### config.mk
export PLATFORM = sky130hd
export DESIGN_NAME = mem_arbiter
export DESIGN_NICKNAME = d
export VERILOG_FILES = /design/src/rtl/mem_arbiter.sv
export SDC_FILE = /design/constraint.sdc
export NUM_CORES = 1
export LEC_CHECK = 0
export ABC_CLOCK_PERIOD_IN_PS = 5000
export CORE_MARGIN = 5
export CORE_UTILIZATION = 25
export DETAILED_ROUTE_END_ITERATION = 7
export RECOVER_POWER = 100
export SYNTH_ARGS = -nofsm -noshare
export SYNTH_HDL_FRONTEND = slang
export SYNTH_SLANG_ARGS = --single-unit
### constraint.sdc
create_clock -name CLK -period 5 [get_ports CLK]
set_clock_uncertainty 0.15 [all_clocks]
set_input_delay 0.75 -clock CLK [delete_from_list [all_inputs] [get_ports CLK]]
set_output_delay 0.75 -clock CLK [all_outputs]
set_load 0.02 [all_outputs]
### src/rtl/mem_arbiter.sv
// LC-3 memory arbiter: shares one single-port RAM between instruction fetch (F) and load/store (D).
// Optional build macro ARB_RR_EN swaps fixed D>F priority for alternating priority on simultaneous requests.
module mem_arbiter #(
    parameter int AW         = 16,
    parameter int DW         = 16,
    parameter int RD_TIMEOUT = 15
) (
    input  logic          CLK,
    input  logic          RST_N,
    input  logic          F_REQ,
    input  logic [AW-1:0] F_ADDR,
    output logic          F_GNT,
    output logic [DW-1:0] F_RDATA,
    output logic          F_DONE,
    input  logic          D_REQ,
    input  logic          D_WE,
    input  logic [AW-1:0] D_ADDR,
    input  logic [DW-1:0] D_WDATA,
    output logic          D_GNT,
    output logic [DW-1:0] D_RDATA,
    output logic          D_DONE,
    output logic [AW-1:0] MEM_ADDR,
    output logic [DW-1:0] MEM_DIN,
    output logic          MEM_WE,
    output logic          MEM_CS,
    input  logic [DW-1:0] MEM_OUT,
    input  logic          MEM_READY,
    output logic          ERR
);

    localparam int CW = $clog2(RD_TIMEOUT + 1);

    typedef enum logic [1:0] {
        S_IDLE,
        S_ISSUE,
        S_WAIT,
        S_DONE
    } state_t;

    state_t        state;
    state_t        state_nxt;
    logic          owner_d;
    logic          we_q;
    logic [AW-1:0] addr_q;
    logic [DW-1:0] wdata_q;
    logic [CW-1:0] wait_cnt;
    logic          grant_d;
    logic          any_req;
    logic          timeout;
    logic          take;

    assign any_req = F_REQ | D_REQ;
    assign take    = (state == S_IDLE) && any_req;
    // Fires on the RD_TIMEOUT-th consecutive WAIT cycle without ready.
    assign timeout = (wait_cnt == CW'(RD_TIMEOUT - 1));

`ifdef ARB_RR_EN
    logic last_d;

    always_comb begin
        grant_d = D_REQ;
        if (D_REQ && F_REQ)
            grant_d = !last_d;
    end

    always_ff @(posedge CLK or negedge RST_N) begin
        if (!RST_N)
            last_d <= 1'b1;
        else if (take)
            last_d <= grant_d;
    end
`else
    assign grant_d = D_REQ;
`endif

    // NOTE: sequential state uses non-blocking assignments so every register samples pre-edge values.
    always_ff @(posedge CLK or negedge RST_N) begin
        if (!RST_N)
            state <= S_IDLE;
        else
            state <= state_nxt;
    end

    // NOTE: combinational blocks assign a default first so no path can infer a latch.
    always_comb begin
        state_nxt = state;
        unique case (state)
            S_IDLE:  if (any_req) state_nxt = S_ISSUE;
            S_ISSUE: state_nxt = we_q ? S_DONE : S_WAIT;
            S_WAIT:  if (MEM_READY || timeout) state_nxt = S_DONE;
            S_DONE:  state_nxt = S_IDLE;
            default: state_nxt = S_IDLE;
        endcase
    end

    always_comb begin
        MEM_CS   = 1'b0;
        MEM_WE   = 1'b0;
        MEM_ADDR = '0;
        MEM_DIN  = '0;
        F_GNT    = 1'b0;
        D_GNT    = 1'b0;
        F_DONE   = 1'b0;
        D_DONE   = 1'b0;
        if (state == S_ISSUE) begin
            MEM_CS   = 1'b1;
            MEM_WE   = we_q;
            MEM_ADDR = addr_q;
            MEM_DIN  = we_q ? wdata_q : '0;
        end
        if (state != S_IDLE) begin
            F_GNT = !owner_d;
            D_GNT = owner_d;
        end
        if (state == S_DONE) begin
            F_DONE = !owner_d;
            D_DONE = owner_d;
        end
    end

    // NOTE: every datapath register is reset so outputs read 0 as soon as RST_N falls.
    always_ff @(posedge CLK or negedge RST_N) begin
        if (!RST_N) begin
            owner_d <= 1'b0;
            we_q    <= 1'b0;
            addr_q  <= '0;
            wdata_q <= '0;
        end else if (take) begin
            owner_d <= grant_d;
            we_q    <= grant_d & D_WE;
            addr_q  <= grant_d ? D_ADDR : F_ADDR;
            wdata_q <= grant_d ? D_WDATA : '0;
        end
    end

    always_ff @(posedge CLK or negedge RST_N) begin
        if (!RST_N)
            wait_cnt <= '0;
        else if (state == S_WAIT && !MEM_READY && !timeout)
            wait_cnt <= wait_cnt + CW'(1);
        else
            wait_cnt <= '0;
    end

    // Read data is captured on the WAIT->DONE edge and held until that port's next read completes.
    always_ff @(posedge CLK or negedge RST_N) begin
        if (!RST_N) begin
            F_RDATA <= '0;
            D_RDATA <= '0;
            ERR     <= 1'b0;
        end else if (state == S_WAIT && (MEM_READY || timeout)) begin
            if (owner_d)
                D_RDATA <= MEM_READY ? MEM_OUT : '0;
            else
                F_RDATA <= MEM_READY ? MEM_OUT : '0;
            if (!MEM_READY)
                ERR <= 1'b1;
        end
    end

endmodule
==> results of run 1 <==
flip-flops by register name, indices dropped and copies added, names as in the netlist:
register,count
D_RDATA,16
F_RDATA,16
addr_q,16
wdata_q,16
wait_cnt,4
state,2
ERR,1
owner_d,1
we_q,1
placed cells by master (no fill, tap or decap), drive strengths merged, types with 2 or more instances in the layout:
| cell type | netlist | final |
|---|---|---|
| o21ai | 19 | 19 |
| dlygate4sd3 | 0 | 71 |
| and3 | 17 | 17 |
| mux2i | 16 | 16 |
| nor2 | 6 | 6 |
| buf | 14 | 2 |
| a32o | 32 | 32 |
| nand2 | 54 | 54 |
| clkbuf | 11 | 14 |
| and2 | 19 | 19 |
| inv | 3 | 3 |
| ha | 6 | 6 |
| nand3 | 19 | 19 |
| clkdlybuf4s50 | 0 | 67 |
| dfrtp | 73 | 73 |
| nor2b | 3 | 3 |
final cells by class:
type,instances,area (um2),share of cell area (%)
Clock buffer,11,252.7,5.024
Clock inverter,1,5.005,0.09948
Inverter,3,11.26,0.2238
Multi-Input combinational cell,200,1306,25.96
Sequential cell,73,1827,36.31
Tap cell,176,220.2,4.377
Timing Repair Buffer,143,1409,28.00
critical path: cells and delay by family:
family	cells	cell delay (ns)
compound gates	2	1.62
buf+inv	2	1.57
stage by stage:
| stage | power (uW) | util, % | instances | instance area [um2] | hold slack (ns) |
|---|---|---|---|---|---|
| 2_1_floorplan | 1707 | - | 301 | 3301 | 0.2810 |
| 3_3_place_gp | 2270 | 36.73 | 595 | 4806 | 0.2874 |
| 3_5_place_dp | 2305 | 36.73 | 595 | 4806 | 0.2946 |
| 4_1_cts | 2892 | 38.70 | 607 | 5064 | 0.3069 |
| 5_1_grt | 2967 | 38.45 | 607 | 5031 | 0.3246 |
| 6_report | 2756 | 38.45 | 607 | 5031 | 0.2967 |
kinds of logic after synthesis:
family                     Yosys count  share of synthesized area [%]
and+or+nand+nor                    120                          17.63
buffers and inverters               28                          4.549
muxes                               17                          5.193
AOI/OAI and AO/OA                   55                          14.48
adders and majority gates            6                          2.274
DFF                                 73                          55.34
xor gates and xnor gates             2                         0.5308
final timing paths:
| path | end | slack (ns) | depth (start not counted) |
|---|---|---|---|
| hold / removal | ERR | 0.30 | 1 |
| setup reg to reg | D_RDATA[4] | 2.03 | 5 |
| max in group asynchronous | wdata_q[2] | 2.86 | 1 |
| setup / recovery | F_RDATA[0] | 1.09 | 4 |
| min in group asynchronous | D_RDATA[8] | 0.77 | 1 |
| hold reg to reg | ERR | 0.30 | 1 |
where the power goes:
| part | internal (uW) | total (uW) | switching (uW) |
|---|---|---|---|
| Sequential | 843 | 992 | 149 |
| Combinational | 533 | 1200 | 662 |
| Clock | 351 | 569 | 218 |
layer usage:
metal	GRT usage (%)	vias up	part of all wire, %
met5	0	-	0
met4	2.934	0	0.61
met3	5.146	5	9.1
met2	18.51	119	42
met1	16.33	1321	48
li1	-	1320	-
==> impl_metrics.py, run 1 <==
metrics = {
    "status": {
        "status": "finished with violations",
        "failed_checks": "max-capacitance violations, max-slew violations",
    },
    "final_layout": {
        "antenna_cells": 0,
        "fillers": 1286,
        "drive_above_1_share_pct": 3.944,
        "nets": 506,
        "syn_to_final_growth_pct": 52.43,
    },
    "sta": {
        "fin_crit_sh_pct": 78.17,
        "fin_setup_tns_ns": 0,
        "max_freq_ghz": 0.2558,
        "hold_viol": 0,
        "rsz0062_at_grt": "no",
        "setup_viol_count_final": 0,
        "period_minus_slack_ns": 3.909,
        "worst-slew-pin-transition_ns": 2.079,
        "setup_ws_ns": 1.091,
        "drv_slew": 145,
        "relSlewSlack_pct": -38.61,
    },
    "place": {
        "dp_hpwl_mm": 6.525,
        "place.gp.congestion": 0.7246,
        "numPortBuffers": 140,
        "place_ws_ns": 1.829,
    },
    "synthesis": {
        "synth_top_area_share_pct": 55.34,
        "ys.flop_type": "dfrtp_1",
        "synthesis.area_um2": 3301,
        "yosys.cell_types.count": 31,
        "synth-seq-cells": 73,
        "synth_fp_nets": 377,
        "synth_warnings": 0,
        "syn_inst": 301,
        "post-synth-top-count-cell": "dfrtp_1",
        "ys_top_cells_by_area": "dfrtp_1 55%, a32o_1 9.7%, nand2_1 6.1%",
        "synth_edf_count": 0,
        "avgSynthCellArea_um2": 10.97,
        "ys_seq_area_share_pct": 55.34,
        "async_reset_ff_share_pct": 100.0,
        "synth_top_area_cell": "dfrtp_1",
        "synth_common_cells": "73 x dfrtp_1, 54 x nand2_1, 32 x a32o_1",
    },
    "routing": {
        "vias": 2765,
        "postRouteAntennaNets": 0,
        "wl_mm": 9.322,
        "wire_per_inst_um": 15.36,
        "viasPerCell": 4.555,
        "drt_iter0_markers": 181,
        "drc": 0,
        "dr.pass1.iters": 4,
    },
    "clock_tree": {
        "cts-resized-gates": 0,
        "clock_path_buffers": 2,
        "path_clk_slew_ns": 0.05,
        "clk_latency_ns": 0.32,
        "cts_tree": "built",
        "postCtsSetupBuffers": 0,
        "cts_buffers": 9,
        "htreeDepth": 3,
        "root_buffer": "clkbuf_16",
        "cts_hold_buf": 0,
        "cts_sinks": 73,
    },
    "die": {
        "std_cell_rows": 42,
        "coreArea_um2": 13090,
        "io_pins": 141,
        "fp.dieH_um": 124.9,
        "initial_core_util_pct": 25.22,
        "die_area_um2": 15600,
        "die_width_um": 124.9,
    },
    "min_path": {
        "hp-class": "flip-flop to flip-flop",
        "min_from": "ERR",
    },
    "global_routing": {
        "grt_pass1_wl_mm": 15.64,
        "first_global_vias": 2969,
        "antenna_found_initial": 0,
        "grt_max_degree": 74,
        "grt_overflow_total": 0,
        "grt_usage_pct": 12.23,
    },
    "critical_path": {
        "arrival_ns": 3.95,
        "crit_chain": "dlygate4sd3_1 -> clkbuf_1 -> o21ai_0 -> a32o_1",
        "setup.worst_path.start": "MEM_READY",
        "critPathLaunchType": "primary input",
        "crit_type": "primary input to flip-flop",
        "timing.rr.start": "state[0]",
        "setup.worst_path.end_class": "flip-flop",
        "cpPeakStageDelay_ns": 1.10,
        "slowest_stage": "o21ai_0",
        "crit_fanout": 35,
        "critPathRequiredTime_ns": 5.05,
    },
    "power": {
        "powerDensity_nw_per_um2": 547.7,
        "peakVddDrop_uv": 193.1,
        "p_leak_uw": 0.002414,
    },
    "run": {
        "maxCapViolCount": 4,
    },
}
(Power assumes the default switching activity.)
==> run 2: changes to the inputs <==
--- a/config.mk
+++ b/config.mk
@@ -5,7 +5,7 @@
 export SDC_FILE = /design/constraint.sdc
 export NUM_CORES = 1
 export LEC_CHECK = 0
-export ABC_CLOCK_PERIOD_IN_PS = 5000
+export ABC_CLOCK_PERIOD_IN_PS = 3800
 export CORE_MARGIN = 5
 export CORE_UTILIZATION = 25
 export DETAILED_ROUTE_END_ITERATION = 7
==> constraint.sdc (replaced) <==
create_clock -name CLK -period 3.8 [get_ports CLK]
set_clock_uncertainty 0.15 [all_clocks]
set_input_delay 0.57 -clock CLK [delete_from_list [all_inputs] [get_ports CLK]]
set_output_delay 0.57 -clock CLK [all_outputs]
set_load 0.02 [all_outputs]
==> run 2 against run 1 <==
Net effect:
- the flow still finishes with violations (max-capacitance violations, max-slew violations)
- worst setup slack got worse by 0.76 ns
- routed wire length is 0.48% higher
- final cell count up 0.82%
- flip-flop and latch count unchanged
- register-to-register slack worse by 0.79 ns
- final area grew 1.3%
- hold slack hardly changed
- sequential share of layout area fell by 0.46 points
- first-iteration DRC count shrank 17%
- critical path type is now flip-flop to output pin
- largest cell class unchanged
- largest power group unchanged
==> impl_metrics.py, run 2 (synthesis gave the netlist of run 1 again) <==
metrics = {
    "power": {
        "powerDensity_nw_per_um2": 742.1,
        "p_leak_uw": 0.002450,
        "fin_total_pwr_uw": 3782,
        "peakVddDrop_uv": 233.9,
    },
    "clock_tree": {
        "root_buffer": "clkbuf_16",
        "cts_buffers": 9,
        "cts_sinks": 73,
        "postCtsSetupBuffers": 0,
        "clk_latency_ns": 0.33,
        "cts-resized-gates": 0,
        "htreeDepth": 3,
        "path_clk_slew_ns": 0.06,
        "cts_tree": "built",
        "cts_hold_buf": 0,
        "clock_path_buffers": 2,
    },
    "routing": {
        "drt_iter0_markers": 150,
        "vias": 2771,
        "viasPerCell": 4.528,
        "dr.pass1.iters": 4,
        "wl_mm": 9.367,
        "wire_per_inst_um": 15.31,
        "drc": 0,
        "postRouteAntennaNets": 0,
    },
    "critical_path": {
        "crit_type": "flip-flop to output pin",
        "critPathRequiredTime_ns": 3.08,
        "r2r_end": "D_RDATA[1]",
        "setup.worst_path.end_class": "output pin",
        "timing.rr.start": "state[0]",
        "reg2reg_slack_ns": 1.24,
        "ff2ff_path_depth": 5,
        "arrival_ns": 2.74,
        "crit_fanout": 27,
        "critPathLaunchType": "flip-flop",
    },
    "die": {
        "fp.dieH_um": 124.9,
        "io_pins": 141,
        "std_cell_rows": 42,
        "coreArea_um2": 13090,
        "die_width_um": 124.9,
        "initial_core_util_pct": 25.22,
        "die_area_um2": 15600,
    },
    "global_routing": {
        "grt_overflow_total": 0,
        "antenna_found_initial": 0,
        "first_global_vias": 2933,
        "grt_pass1_wl_mm": 15.23,
        "grt_usage_pct": 11.93,
        "grt_max_degree": 74,
    },
    "sta": {
        "fin_crit_sh_pct": 91.18,
        "setup_viol_count_final": 0,
        "worst-slew-pin-transition_ns": 1.840,
        "relSlewSlack_pct": -22.67,
        "hold_viol": 0,
        "fin_setup_tns_ns": 0,
        "max_freq_ghz": 0.2886,
        "period_minus_slack_ns": 3.465,
        "rsz0062_at_grt": "no",
        "drv_slew": 125,
    },
    "min_path": {
        "hold-path-endpoint": "ERR",
        "hp-class": "flip-flop to flip-flop",
        "min_from": "ERR",
        "hold_depth": 1,
    },
    "final_layout": {
        "syn_to_final_growth_pct": 54.40,
        "drive_above_1_share_pct": 5.046,
        "fillers": 1287,
        "antenna_cells": 0,
        "final_cell_mix": "73 x dfrtp_1, 71 x dlygate4sd3_1, 67 x clkdlybuf4s50_1",
        "final_common_cell": "dfrtp_1",
        "nets": 508,
    },
    "status": {
        "status": "finished with violations",
        "failed_checks": "max-capacitance violations, max-slew violations",
    },
    "run": {
        "maxCapViolCount": 2,
    },
    "place": {
        "numPortBuffers": 140,
        "place.gp.congestion": 0.7226,
        "dp_hpwl_mm": 6.586,
    },
}
## run 2: worst max path at each step
stage             start          end  slack (ns)  cells past startpoint
6_report       state[1]   MEM_DIN[4]        0.34                      5
5_1_grt        state[1]   MEM_DIN[6]        0.15                      5
4_1_cts        state[1]   MEM_DIN[3]        0.40                      5
3_5_place_dp   state[1]   MEM_DIN[3]        0.77                      5
3_3_place_gp   state[1]   MEM_DIN[6]        0.81                      5
2_1_floorplan  state[1]  MEM_DIN[10]        1.76                      4
## run 2: per-stage QoR
stage | std cells | hold WS [ns] | cell area (um2) | util [%] | setup slack, ns
floorplan | 301 | 0.1244 | 3301 | - | 1.758
global placement | 597 | 0.2921 | 4821 | 36.84 | 0.8122
detailed placement | 597 | 0.2960 | 4821 | 36.84 | 0.7660
CTS | 612 | 0.2683 | 5139 | 39.27 | 0.4046
global route | 612 | 0.3274 | 5096 | 38.95 | 0.1451
finish | 612 | 0.2965 | 5096 | 38.95 | 0.3352
## run 2: routing by layer
metal	track usage [%]	wire, um	vias up
met3	5.146	800	7
li1	-	-	1323
met5	0	0	-
met4	3.316	106	0
met1	15.44	4363	1323
met2	18.32	4096	118
## run 2: worst max-delay path, cell delays in order (launching register included)
cell	delay, ns
dfrtp_1	0.41
inv_1	0.09
ha_1	0.74
clkbuf_1	0.31
and3_1	0.19
dlygate4sd3_1	0.67
## run 2: area by class of cell
class                   count  area [um2]  area share [%]
flip-flops and latches     73        1827           35.85
repair buffers            145        1421           27.89
multi-input cells         200        1299           25.48
clock buffers              10       239.0           4.689
well taps                 176       220.2           4.321
clock inverters             5       78.83           1.547
inverters                   3       11.26          0.2210
## run 2: where the power goes
| part | internal (uW) | leakage (uW) | total, uW | switching (uW) |
|---|---|---|---|---|
| Sequential | 1110 | 0.000924 | 1300 | 191 |
| Combinational | 706 | 0.00137 | 1590 | 880 |
| Clock | 588 | 0.000159 | 895 | 307 |
| Total | 2400 | 0.00245 | 3780 | 1380 |
